--- src/rtl/pipelined_addsub_cla_pkg.sv ---
// rtl/pipelined_addsub_cla_pkg.sv - shared encodings and pipeline-depth helper for the add/sub pipeline
//
// Purpose : mode encodings carried with each beat, and the stage-count
//           derivation used by the top level to size its pipeline.
// Ports   : none (package).

package pipelined_addsub_cla_pkg;

    typedef enum logic {
        MODE_ADD = 1'b0,
        MODE_SUB = 1'b1
    } mode_e;

    // One pipeline stage per lookahead group.
    function automatic int calc_nstage(input int width, input int group);
        return width / group;
    endfunction

endpackage

--- src/rtl/pipelined_addsub_cla_cla_group.sv ---
// rtl/pipelined_addsub_cla_cla_group.sv - one GROUP-bit carry-lookahead adder slice
//
// Purpose : full carry lookahead across a GROUP-bit slice; every internal
//           carry is a flat sum-of-products of generate/propagate terms and
//           the slice carry-in, so no carry ripples inside the group.
// Ports   : a_i, b_i  - slice operands (b already conditioned for subtract)
//           cin_i     - carry into bit 0 of the slice
//           sum_o     - slice sum
//           cout_o    - carry out of the slice MSB
//           c_msb_o   - carry into the slice MSB (used for signed overflow)

module cla_group #(
    parameter int GROUP = 4
) (
    input  logic [GROUP-1:0] a_i,
    input  logic [GROUP-1:0] b_i,
    input  logic             cin_i,
    output logic [GROUP-1:0] sum_o,
    output logic             cout_o,
    output logic             c_msb_o
);

    logic [GROUP-1:0] g;
    logic [GROUP-1:0] p;
    logic [GROUP:0]   c;

    assign g = a_i & b_i;
    assign p = a_i ^ b_i;

    // c[i+1] = g[i] | p[i]g[i-1] | ... | p[i..0]cin, expanded term by term.
    always_comb begin
        logic term;
        logic acc;
        c    = '0;
        c[0] = cin_i;
        for (int i = 0; i < GROUP; i++) begin
            term = cin_i;
            for (int j = 0; j <= i; j++) begin
                term = term & p[j];
            end
            acc = term;
            for (int j = 0; j <= i; j++) begin
                term = g[j];
                for (int m = j + 1; m <= i; m++) begin
                    term = term & p[m];
                end
                acc = acc | term;
            end
            c[i+1] = acc;
        end
    end

    assign sum_o   = p ^ c[GROUP-1:0];
    assign cout_o  = c[GROUP];
    assign c_msb_o = c[GROUP-1];

endmodule

--- src/rtl/pipelined_addsub_cla.sv ---
// rtl/pipelined_addsub_cla.sv - skewed pipelined adder/subtractor, one lookahead group per stage
//
// Purpose : a +/- b over NSTAGE = WIDTH/GROUP stages. Stage k resolves bits
//           [k*GROUP +: GROUP] using the carry registered by stage k-1;
//           untouched operand slices and finished sum slices travel along
//           in the stage registers. Subtract is a + ~b + 1 with the +1
//           entering as the stage-0 carry-in.
// Ports   : clk, rst_n          - clock, synchronous active-low reset
//           in_valid/in_ready   - operand handshake (a, b, mode)
//           out_valid/out_ready - result handshake (sum, cout, overflow, zero)
//           The whole pipeline advances together whenever in_ready is high.

module pipelined_addsub_cla
    import pipelined_addsub_cla_pkg::*;
#(
    parameter int WIDTH = 16,
    parameter int GROUP = 4
) (
    input  logic             clk,
    input  logic             rst_n,
    input  logic             in_valid,
    output logic             in_ready,
    input  logic [WIDTH-1:0] a,
    input  logic [WIDTH-1:0] b,
    input  logic             mode,
    output logic             out_valid,
    input  logic             out_ready,
    output logic [WIDTH-1:0] sum,
    output logic             cout,
    output logic             overflow,
    output logic             zero
);

    localparam int NSTAGE = calc_nstage(WIDTH, GROUP);

    logic advance;

    // Per-stage registers; index k holds the beat after group k is resolved.
    logic [NSTAGE-1:0]            vld_q;
    logic [NSTAGE-1:0]            cy_q;
    logic [NSTAGE-1:0][WIDTH-1:0] s_q;
    // Operands are only needed by later stages, so the last stage has none.
    logic [NSTAGE-2:0][WIDTH-1:0] a_q;
    logic [NSTAGE-2:0][WIDTH-1:0] b_q;
    logic [NSTAGE-2:0]            mode_q;
    logic                         ovf_q;
    logic                         zero_q;

    logic [NSTAGE-1:0]            cy_d;
    logic [NSTAGE-1:0]            msb_c;
    logic [NSTAGE-1:0][WIDTH-1:0] s_d;
    logic [NSTAGE-1:0][GROUP-1:0] grp_a;
    logic [NSTAGE-1:0][GROUP-1:0] grp_b;
    logic [NSTAGE-1:0][GROUP-1:0] grp_sum;
    logic [NSTAGE-1:0]            grp_cin;
    logic                         ovf_d;
    logic                         zero_d;

    assign in_ready = !out_valid || out_ready;
    assign advance  = in_ready;

    for (genvar k = 0; k < NSTAGE; k++) begin : g_stage
        if (k == 0) begin : g_first
            assign grp_a[k]   = a[0 +: GROUP];
            assign grp_b[k]   = b[0 +: GROUP] ^ {GROUP{mode == MODE_SUB}};
            assign grp_cin[k] = (mode == MODE_SUB);
            assign s_d[k]     = WIDTH'(grp_sum[k]);
        end else begin : g_rest
            assign grp_a[k]   = a_q[k-1][k*GROUP +: GROUP];
            assign grp_b[k]   = b_q[k-1][k*GROUP +: GROUP] ^ {GROUP{mode_q[k-1] == MODE_SUB}};
            assign grp_cin[k] = cy_q[k-1];
            // Upper slices of s_q are still zero, so OR merges the new slice.
            assign s_d[k]     = s_q[k-1] | (WIDTH'(grp_sum[k]) << (k * GROUP));
        end

        cla_group #(
            .GROUP (GROUP)
        ) u_cla (
            .a_i     (grp_a[k]),
            .b_i     (grp_b[k]),
            .cin_i   (grp_cin[k]),
            .sum_o   (grp_sum[k]),
            .cout_o  (cy_d[k]),
            .c_msb_o (msb_c[k])
        );
    end

    assign ovf_d  = msb_c[NSTAGE-1] ^ cy_d[NSTAGE-1];
    assign zero_d = (s_d[NSTAGE-1] == '0);

    always_ff @(posedge clk) begin
        if (!rst_n) begin
            vld_q  <= '0;
            cy_q   <= '0;
            s_q    <= '0;
            a_q    <= '0;
            b_q    <= '0;
            mode_q <= '0;
            ovf_q  <= 1'b0;
            zero_q <= 1'b0;
        end else if (advance) begin
            // Bubbles shift through as cleared valid bits.
            vld_q     <= {vld_q[NSTAGE-2:0], in_valid};
            cy_q      <= cy_d;
            s_q       <= s_d;
            a_q[0]    <= a;
            b_q[0]    <= b;
            mode_q[0] <= mode;
            for (int k = 1; k < NSTAGE - 1; k++) begin
                a_q[k]    <= a_q[k-1];
                b_q[k]    <= b_q[k-1];
                mode_q[k] <= mode_q[k-1];
            end
            ovf_q  <= ovf_d;
            zero_q <= zero_d;
        end
    end

    assign out_valid = vld_q[NSTAGE-1];
    assign sum       = s_q[NSTAGE-1];
    assign cout      = cy_q[NSTAGE-1];
    assign overflow  = ovf_q;
    assign zero      = zero_q;

endmodule

--- config.mk ---
export PLATFORM = sky130hd
export DESIGN_NAME = pipelined_addsub_cla
export DESIGN_NICKNAME = d
export VERILOG_FILES = /design/src/rtl/pipelined_addsub_cla_pkg.sv /design/src/rtl/pipelined_addsub_cla_cla_group.sv /design/src/rtl/pipelined_addsub_cla.sv
export SDC_FILE = /design/constraint.sdc
export NUM_CORES = 1
export LEC_CHECK = 0
export BUFFER_PORTS_ARGS = -buffer_cell sky130_fd_sc_hd__buf_2
export CAP_MARGIN = 20
export CORE_ASPECT_RATIO = 2
export CORE_MARGIN = 2
export CORE_UTILIZATION = 61
export CTS_CLUSTER_SIZE = 12
export DETAILED_ROUTE_END_ITERATION = 16
export GPL_ROUTABILITY_DRIVEN = 0
export PLACE_DENSITY = 0.84
export SYNTH_ARGS = -nofsm -noshare
export SYNTH_HDL_FRONTEND = slang
export SYNTH_SLANG_ARGS = --single-unit
--- constraint.sdc ---
create_clock -name clk -period 5.9 [get_ports clk]
set_input_delay 0.885 -clock clk [delete_from_list [all_inputs] [get_ports clk]]
set_output_delay 0.885 -clock clk [all_outputs]
set_load 0.02 [all_outputs]
Yosys cells after proc, flatten, opt, wreduce, memory -nomap -nowiden
Cells that the tools add are included.
- output and inout bits: 21
- bits in registers: 161
- bits of input ports: 37
- bitwise gates (word level): 100
- reduce and logical (&&, ||, !) cells: 3
- operators by type and width (kind ; count):
    4-bit bitwise XOR ; 12
    1-bit AND ; 40
    1-bit OR ; 40
    4-bit AND ; 4
    16-bit logical NOT ; 1
    16-bit by 12-bit OR with 16-bit output ; 1
    16-bit OR ; 1
    4-bit by 8-bit OR with 8-bit output ; 1
    1-bit logical NOT ; 1
    1-bit logical OR ; 1
    1-bit bitwise XOR ; 1

Longest topological paths before layout
Gate-level depths: netlist (run 1).
- depth after elaboration: 11
- mapped depth: 8
- mapped depth without buffers: 7

Hierarchy
Synthesis (run 1) repeated with hierarchy kept, for this count alone.
- cell total of the unflattened synthesis: 527
- area total of the unflattened synthesis: 4583.1 sq um
- modules (own cells, without submodules) (module ; times used ; area an instance (sq um) ; sequential area each (sq um) ; cells each):
    pipelined_addsub_cla ; 1 ; 3966.3 ; 2021.9 ; 463
    cla_group at g_stage[1].u_cla ... ; 2 ; 146.4 ; 0.0 ; 15
    cla_group at g_stage[0].u_cla ; 1 ; 162.7 ; 0.0 ; 15
    cla_group at g_stage[3].u_cla ; 1 ; 161.4 ; 0.0 ; 19

Least setup slack after synthesis (run 1)
Ideal clock, no wire load.
- kind: input -> register
- start point: in mode
- end point: reg s_q[2] in the netlist's numbering
- setup slack: 3.329 ns
- buffers on the path: 1
- stages on the path: 8
- data arrival time: 2.500 ns
- library setup time: 0.070 ns
- cells stage by stage: clkbuf_1 > xor2_1 > ha_1 > ha_1 > o21a_1 > o21a_1 > or3_1 > a21oi_1
- longest elaborated chain between the ends: 7
- elaborated cells on any way between the ends: 9
- classes of those cells: bitwise: 9
- ends and longest elaborated chain (item ; RTL line ; source):
    from (decl) ; pipelined_addsub_cla.sv:25 ; input logic mode,
    4-bit bitwise XOR ; pipelined_addsub_cla.sv:65 ; assign grp_b[k] = b[0 +: GROUP] ^ {GROUP{mode == MODE_SUB}};
    4-bit bitwise XOR ; pipelined_addsub_cla_cla_group.sv:28 ; assign p = a_i ^ b_i;
    1-bit AND (2 in a row) ; pipelined_addsub_cla_cla_group.sv:39 ; term = term & p[j];
    1-bit OR (2 in a row) ; pipelined_addsub_cla_cla_group.sv:47 ; acc = acc | term;
    4-bit bitwise XOR (*) ; pipelined_addsub_cla_cla_group.sv:53 ; assign sum_o = p ^ c[GROUP-1:0];
    to (signal assigned) ; pipelined_addsub_cla.sv:95 ; s_q <= '0;
    to (signal assigned) ; pipelined_addsub_cla.sv:105 ; s_q <= s_d;
    to (decl) ; pipelined_addsub_cla.sv:41 ; logic [NSTAGE-1:0][WIDTH-1:0] s_q;
Every way passes the cells marked *; elsewhere a longest branch is shown, timed or not.
A chain may end at the register's enable or synchronous reset.

Worst setup path after layout (run 1)
- start point: in out_ready
- end point: out in_ready
- longest elaborated chain between the ends: 1
- ends and longest elaborated chain (item ; RTL line ; source):
    from (decl) ; pipelined_addsub_cla.sv:27 ; input logic out_ready,
    1-bit logical OR ; pipelined_addsub_cla.sv:59 ; assign in_ready = !out_valid || out_ready;
    to (decl) ; pipelined_addsub_cla.sv:22 ; output logic in_ready,
Every way passes these cells.

==> results.yml, run 1 <==
yosys:
  avgSynthCellArea_sq_um: 8.05
  syn_nets: 581
  synth.ff_latch_count: 101
  yosysUniqueCellTypes: 28
  synth_sequential_area_ratio: 0.482
  netlist_area_sq_um: 4200
  synth_warnings: 0
  syn_inst: 521
detailed_routing:
  wl_per_cell_um: 12.4
  viasPerCell: 5.36
  drt_iter0_drc: 201
  vias: 3468
  wl_mm: 8.02
  drc_errors: 0
  postRouteAntennaNets: 0
  dr.pass1.iters: 4
sta:
  finalSetupViolations: 0
  final.setup.tns_ps: 0
  fmax_mhz: 338
  fin_worst_skew_ps: 6.69
  finalCriticalPeriod_ps: 2960
  min_period_over_period: 0.502
  rsz0062_at_grt: "no"
  slew_headroom: 0.342
  worst_pin_slew_ps: 988
  final_hold_viol_count: 0
  slew_violations: 0
cts:
  cts_hold_buf: 0
  clock-sinks: 101
  cts_tree: "done"
  insertion_delay_ps: 340
  cts_resized: 0
  clockBufferDepth: 2
  root_buffer: "clkbuf_16"
  path_clk_slew_ps: 60
  htreeDepth: 3
  cts_buffers: 9
  cts_setup_buffers: 0
place:
  portBuffers: 57
  postPlaceCellArea_sq_um: 4470
  dp_hpwl_mm: 5.28
pwr:
  cellPowerDensity_nw_per_um2: 305
  switchingPower_uw: 350
  ir_drop_v: 0.000284
  p_leak_nw: 2.10
  p_seq_frac: 0.521
  swShare: 0.241
  p_clk_frac: 0.374
  p_int_mw: 1.10
  combPwrFrac: 0.105
cells_and_area:
  antenna_cells: 0
  area_delta_synth_final_pct: 13.1
  num-fill-cells: 579
  final_area_sq_um: 4740
  seq_area_sq_um: 2020
  mostFrequentLayoutCells: "174 x nand2_1, 101 x dfxtp_1, 92 x a21oi_1, 57 x buf_2, 20 x ha_1"
  multi_input_area_sq_um: 2020
  layout_commonest_cell: "nand2_1"
  drive_gt1_frac: 0.141
  nNetsFinal: 615
critical_path:
  path_depth: 5
  crit_chain: "buf_2 > nor2b_4 > buf_4 > inv_2 > buf_2"
  worstPathRequired_ps: 5020
  start_kind: "input pin"
  r2r_cells: 7
  cpMaxStageDelayCell: "buf_4"
  path_buf_inv: 4
  path_class: "in -> out"
  arrival_ps: 2070
  critical_path.most_common_cell: "buf_2"
  cp_max_fo: 104
  cp_top_family: "buffers and inverters"
  critPathMaxStageDelay_ps: 710
  cp-end-kind: "output pin"
global_routing:
  grt.total_usage: 0.229
  grt_pass1_wl_mm: 13.9
  grt_antenna_before_repair: 0
  grt-ovfl-total: 0
  grt_start_max_net_pins: 105
  grt_pass1_vias: 3317
floorplan:
  core_sq_um: 6620
  num_rows: 42
  fp.dieArea_sq_um: 7600
  die_h_um: 121
  initial_core_util: 0.634
  fp.dieW_um: 62.6
  num_io_pins: 58
hold_path:
  min_path_cells: 2
  hold_path_class: "reg -> reg"
run:
  drv_cap: 0
run_status:
  run_status: "finished, final reports clean"
synth_stat cells:
| library cell | count | area, sq um |
|---|---|---|
| o31ai_2 | 1 | 12.5 |
| buf_1 | 4 | 15.0 |
| mux2i_1 | 1 | 10.0 |
| a21oi_1 | 92 | 460 |
| o21a_1 | 6 | 45.0 |
| buf_2 | 12 | 60.1 |
| nand3_1 | 11 | 55.1 |
| nand4b_1 | 1 | 8.76 |
| o21ai_0 | 14 | 70.1 |
| nor2_1 | 11 | 41.3 |
| xnor2_1 | 4 | 35.0 |
| nor3_1 | 7 | 35.0 |
| a211oi_1 | 3 | 22.5 |
| nor2b_1 | 1 | 6.26 |
| clkbuf_1 | 21 | 78.8 |
| fa_1 | 3 | 60.1 |
| a31oi_1 | 1 | 6.26 |
| ha_1 | 20 | 250 |
| o211a_1 | 1 | 10.0 |
| nor4_1 | 2 | 12.5 |
| inv_1 | 2 | 7.51 |
| and2_1 | 2 | 12.5 |
| or3_1 | 8 | 50.1 |
| nand2_1 | 174 | 653 |
| dfxtp_1 | 101 | 2020 |
| xor2_1 | 16 | 140 |
| a21o_1 | 1 | 7.51 |
| or4_1 | 1 | 7.51 |
layer usage:
layer  vias to the layer above  track usage  share of wire
met4                         0        0.113          0.022
met2                        70        0.419           0.54
met1                      1596        0.244           0.40
met3                        14       0.0492          0.036
li1                       1788            -              -
met5                         -            0              0
final timing paths:
kind	from	end	slack (ps)
worst max register to register	mode_q[2]	zero	3550
worst min-delay path	sum[1]	sum[1]	450
worst max-delay path	out_ready	in_ready	2940
worst min register to register	sum[1]	sum[1]	450
worst register-to-register path: cells and delay by family, from the launching register on:
| kind | cells | cell delay (ps) |
|---|---|---|
| AOI/OAI and AO/OA | 2 | 490 |
| DFF | 1 | 460 |
| adders and majority gates | 2 | 480 |
| and+or+nand+nor | 2 | 560 |
| xor gates and xnor gates | 1 | 280 |
registers in the layout, summed over array words and instances, names as in the netlist:
| register | count |
|---|---|
| overflow | 1 |
| cy_q | 4 |
| s_q | 24 |
| a_q | 24 |
| b_q | 24 |
| sum | 16 |
| vld_q | 4 |
| mode_q | 3 |
| zero | 1 |
metrics by stage:
| stage | worst slack (ps) | total power, mW | utilization | hold WS (ps) | cells |
|---|---|---|---|---|---|
| after floorplan | 3330 | 0.872 | - | 432 | 521 |
| after global placement | 2920 | 0.913 | 0.675 | 437 | 632 |
| after detailed placement | 2910 | 0.921 | 0.675 | 443 | 632 |
| after CTS | 2900 | 1.45 | 0.716 | 452 | 647 |
| after global routing | 2810 | 1.51 | 0.716 | 467 | 647 |
| final | 2940 | 1.45 | 0.716 | 449 | 647 |
power groups by stage:
stage | registers [mW] | clock network [mW] | logic, mW
after floorplan | 0.768 | 0 | 0.104
after global placement | 0.767 | 0 | 0.146
after detailed placement | 0.769 | 0 | 0.152
after CTS | 0.754 | 0.547 | 0.153
after global routing | 0.759 | 0.576 | 0.173
final | 0.754 | 0.542 | 0.152
kinds of logic after synthesis:
group           share of synthesized area
buf+inv                            0.0385
compound gates                      0.151
flops                               0.482
mux                               0.00239
simple gates                        0.210
xor+xnor                           0.0418
fa+ha+maj                          0.0740
area by class of cell:
class	count	share of cell area
flip-flops and latches	101	0.426
multi-input cells	381	0.426
repair buffers	60	0.0649
clock buffers	11	0.0533
well taps	88	0.0232
clock inverters	4	0.00501
inverters	2	0.00158
Power figures use the tool's default switching activity.
==> inputs of run 2 (changes only) <==
- CORE_UTILIZATION: 61 -> 51
- PLACE_DENSITY: 0.84 -> 0.75
- clock period: 5.9 -> 2.54 ns (I/O delays scaled with it)
==> run 2 against run 1 <==
Net effect:
- largest cell class unchanged
- clock-buffer cell count up 2
- hold slack worse by 170 ps
- sequential share of layout area down 0.23 points
- routed wire length up 4.0%
- critical path depth up 2
- worst setup slack worse by 2600 ps
- die area up 19%
- sequential power up 130%
- first-iteration DRC count up 22%
==> results.yml, run 2 (synthesized netlist as in run 1, its figures left out) <==
run_status:
  run_status: "finished, final reports clean"
cts:
  clock-sinks: 101
  htreeDepth: 3
  path_clk_slew_ps: 60
  root_buffer: "clkbuf_16"
  clockBufferDepth: 2
  cts_setup_buffers: 0
  cts_resized: 0
  cts_tree: "done"
  insertion_delay_ps: 340
  cts_hold_buf: 0
  cts_buffers: 9
cells_and_area:
  num-fill-cells: 761
  utilization: 0.601
  layout_commonest_cell: "nand2_1"
  mostFrequentLayoutCells: "174 x nand2_1, 101 x dfxtp_1, 92 x a21oi_1, 57 x buf_2, 20 x ha_1"
  drive_gt1_frac: 0.138
  multi_input_area_sq_um: 2020
  area_delta_synth_final_pct: 13.7
  seq_area_sq_um: 2020
  antenna_cells: 0
  nNetsFinal: 616
  fin_cells: 656
  reg_top3: "a_q: 24 flops, b_q: 24 flops, s_q: 24 flops"
critical_path:
  rr_endpoint: "zero"
  arrival_ps: 2500
  r2r_slack_ps: 300
  start_kind: "flop"
  path_class: "reg -> reg"
  r2r_cells: 7
  cp-end-kind: "flop"
  worstPathRequired_ps: 2800
  r2r_start: "mode_q[2]"
  cp_max_fo: 5
detailed_routing:
  vias: 3470
  drc_errors: 0
  dr.pass1.iters: 4
  drt_iter0_drc: 246
  viasPerCell: 5.29
  wl_per_cell_um: 12.7
  postRouteAntennaNets: 0
  wl_mm: 8.34
place:
  portBuffers: 57
  dp_hpwl_mm: 5.58
  pre_cts_ws_ps: 294
  dp_cells: 641
sta:
  final.setup.tns_ps: 0
  finalCriticalPeriod_ps: 2240
  fin_worst_skew_ps: 4.24
  finalSetupViolations: 0
  min_period_over_period: 0.884
  slew_headroom: 0.347
  final.setup.worst_slack_ps: 295
  worst_pin_slew_ps: 980
  final_hold_viol_count: 0
  rsz0062_at_grt: "no"
  fmax_mhz: 445
  hold_slack_ps: 282
  slew_violations: 0
floorplan:
  fp.dieW_um: 68.1
  die_h_um: 132
  initial_core_util: 0.528
  fp.dieArea_sq_um: 9010
  core_sq_um: 7940
  num_rows: 46
  num_io_pins: 58
hold_path:
  hold_path_end: "b_q[15]"
  hold_path.startpoint: "b[15]"
  min_path_cells: 3
  hold_path_class: "in -> reg"
global_routing:
  grt_pass1_wl_mm: 14.0
  grt_pass1_vias: 3236
  grt.total_usage: 0.200
  grt_start_max_net_pins: 104
  grt-ovfl-total: 0
  grt_antenna_before_repair: 0
pwr:
  p_leak_nw: 2.11
  ir_drop_v: 0.000485
  cellPowerDensity_nw_per_um2: 696
run:
  drv_cap: 0
## run 2: worst max-delay path, stage by stage, from the launching register on
cell and delay [ps]:
dfxtp_1 450, xor2_1 250, ha_1 270, ha_1 190, o211a_1 250, or3_1 370
and2_1 180, o31ai_2 220
## run 2: worst max-delay path by stage
stage	slack, ps	to	depth (start not counted)	start
2_1_floorplan	330	zero	8	mode_q[2]
3_3_place_gp	390	zero	7	mode_q[2]
3_5_place_dp	290	zero	7	mode_q[2]
4_1_cts	280	zero	7	mode_q[2]
5_1_grt	180	zero	7	mode_q[2]
6_report	300	zero	7	mode_q[2]
## run 2: report_power, final
| group | switching (mW) | leakage, nW | total [mW] | internal (mW) |
|---|---|---|---|---|
| Sequential | 0.0638 | 0.831 | 1.75 | 1.69 |
| Combinational | 0.199 | 1.15 | 0.359 | 0.160 |
| Clock | 0.527 | 0.129 | 1.21 | 0.683 |
| Total | 0.790 | 2.11 | 3.32 | 2.53 |
## run 2: area by class of cell
class | instances | share of cell area
inverters | 2 | 0.00157
clock buffers | 13 | 0.0525
repair buffers | 61 | 0.0714
flip-flops and latches | 101 | 0.424
well taps | 96 | 0.0252
clock inverters | 2 | 0.00210
multi-input cells | 381 | 0.423
## run 2: stage by stage
step	power (mW)	instance area (sq um)
floorplan	2.03	4200
global placement	2.13	4510
detailed placement	2.14	4510
CTS	3.35	4770
global route	3.46	4770
finish	3.32	4770
## run 2: per-layer routing
metal	vias to the layer above	GRT usage	wire length [um]
met2	63	0.347	4470
met3	17	0.0495	355
li1	1791	-	-
met4	0	0.0811	178
met5	-	0	0
met1	1599	0.224	3340
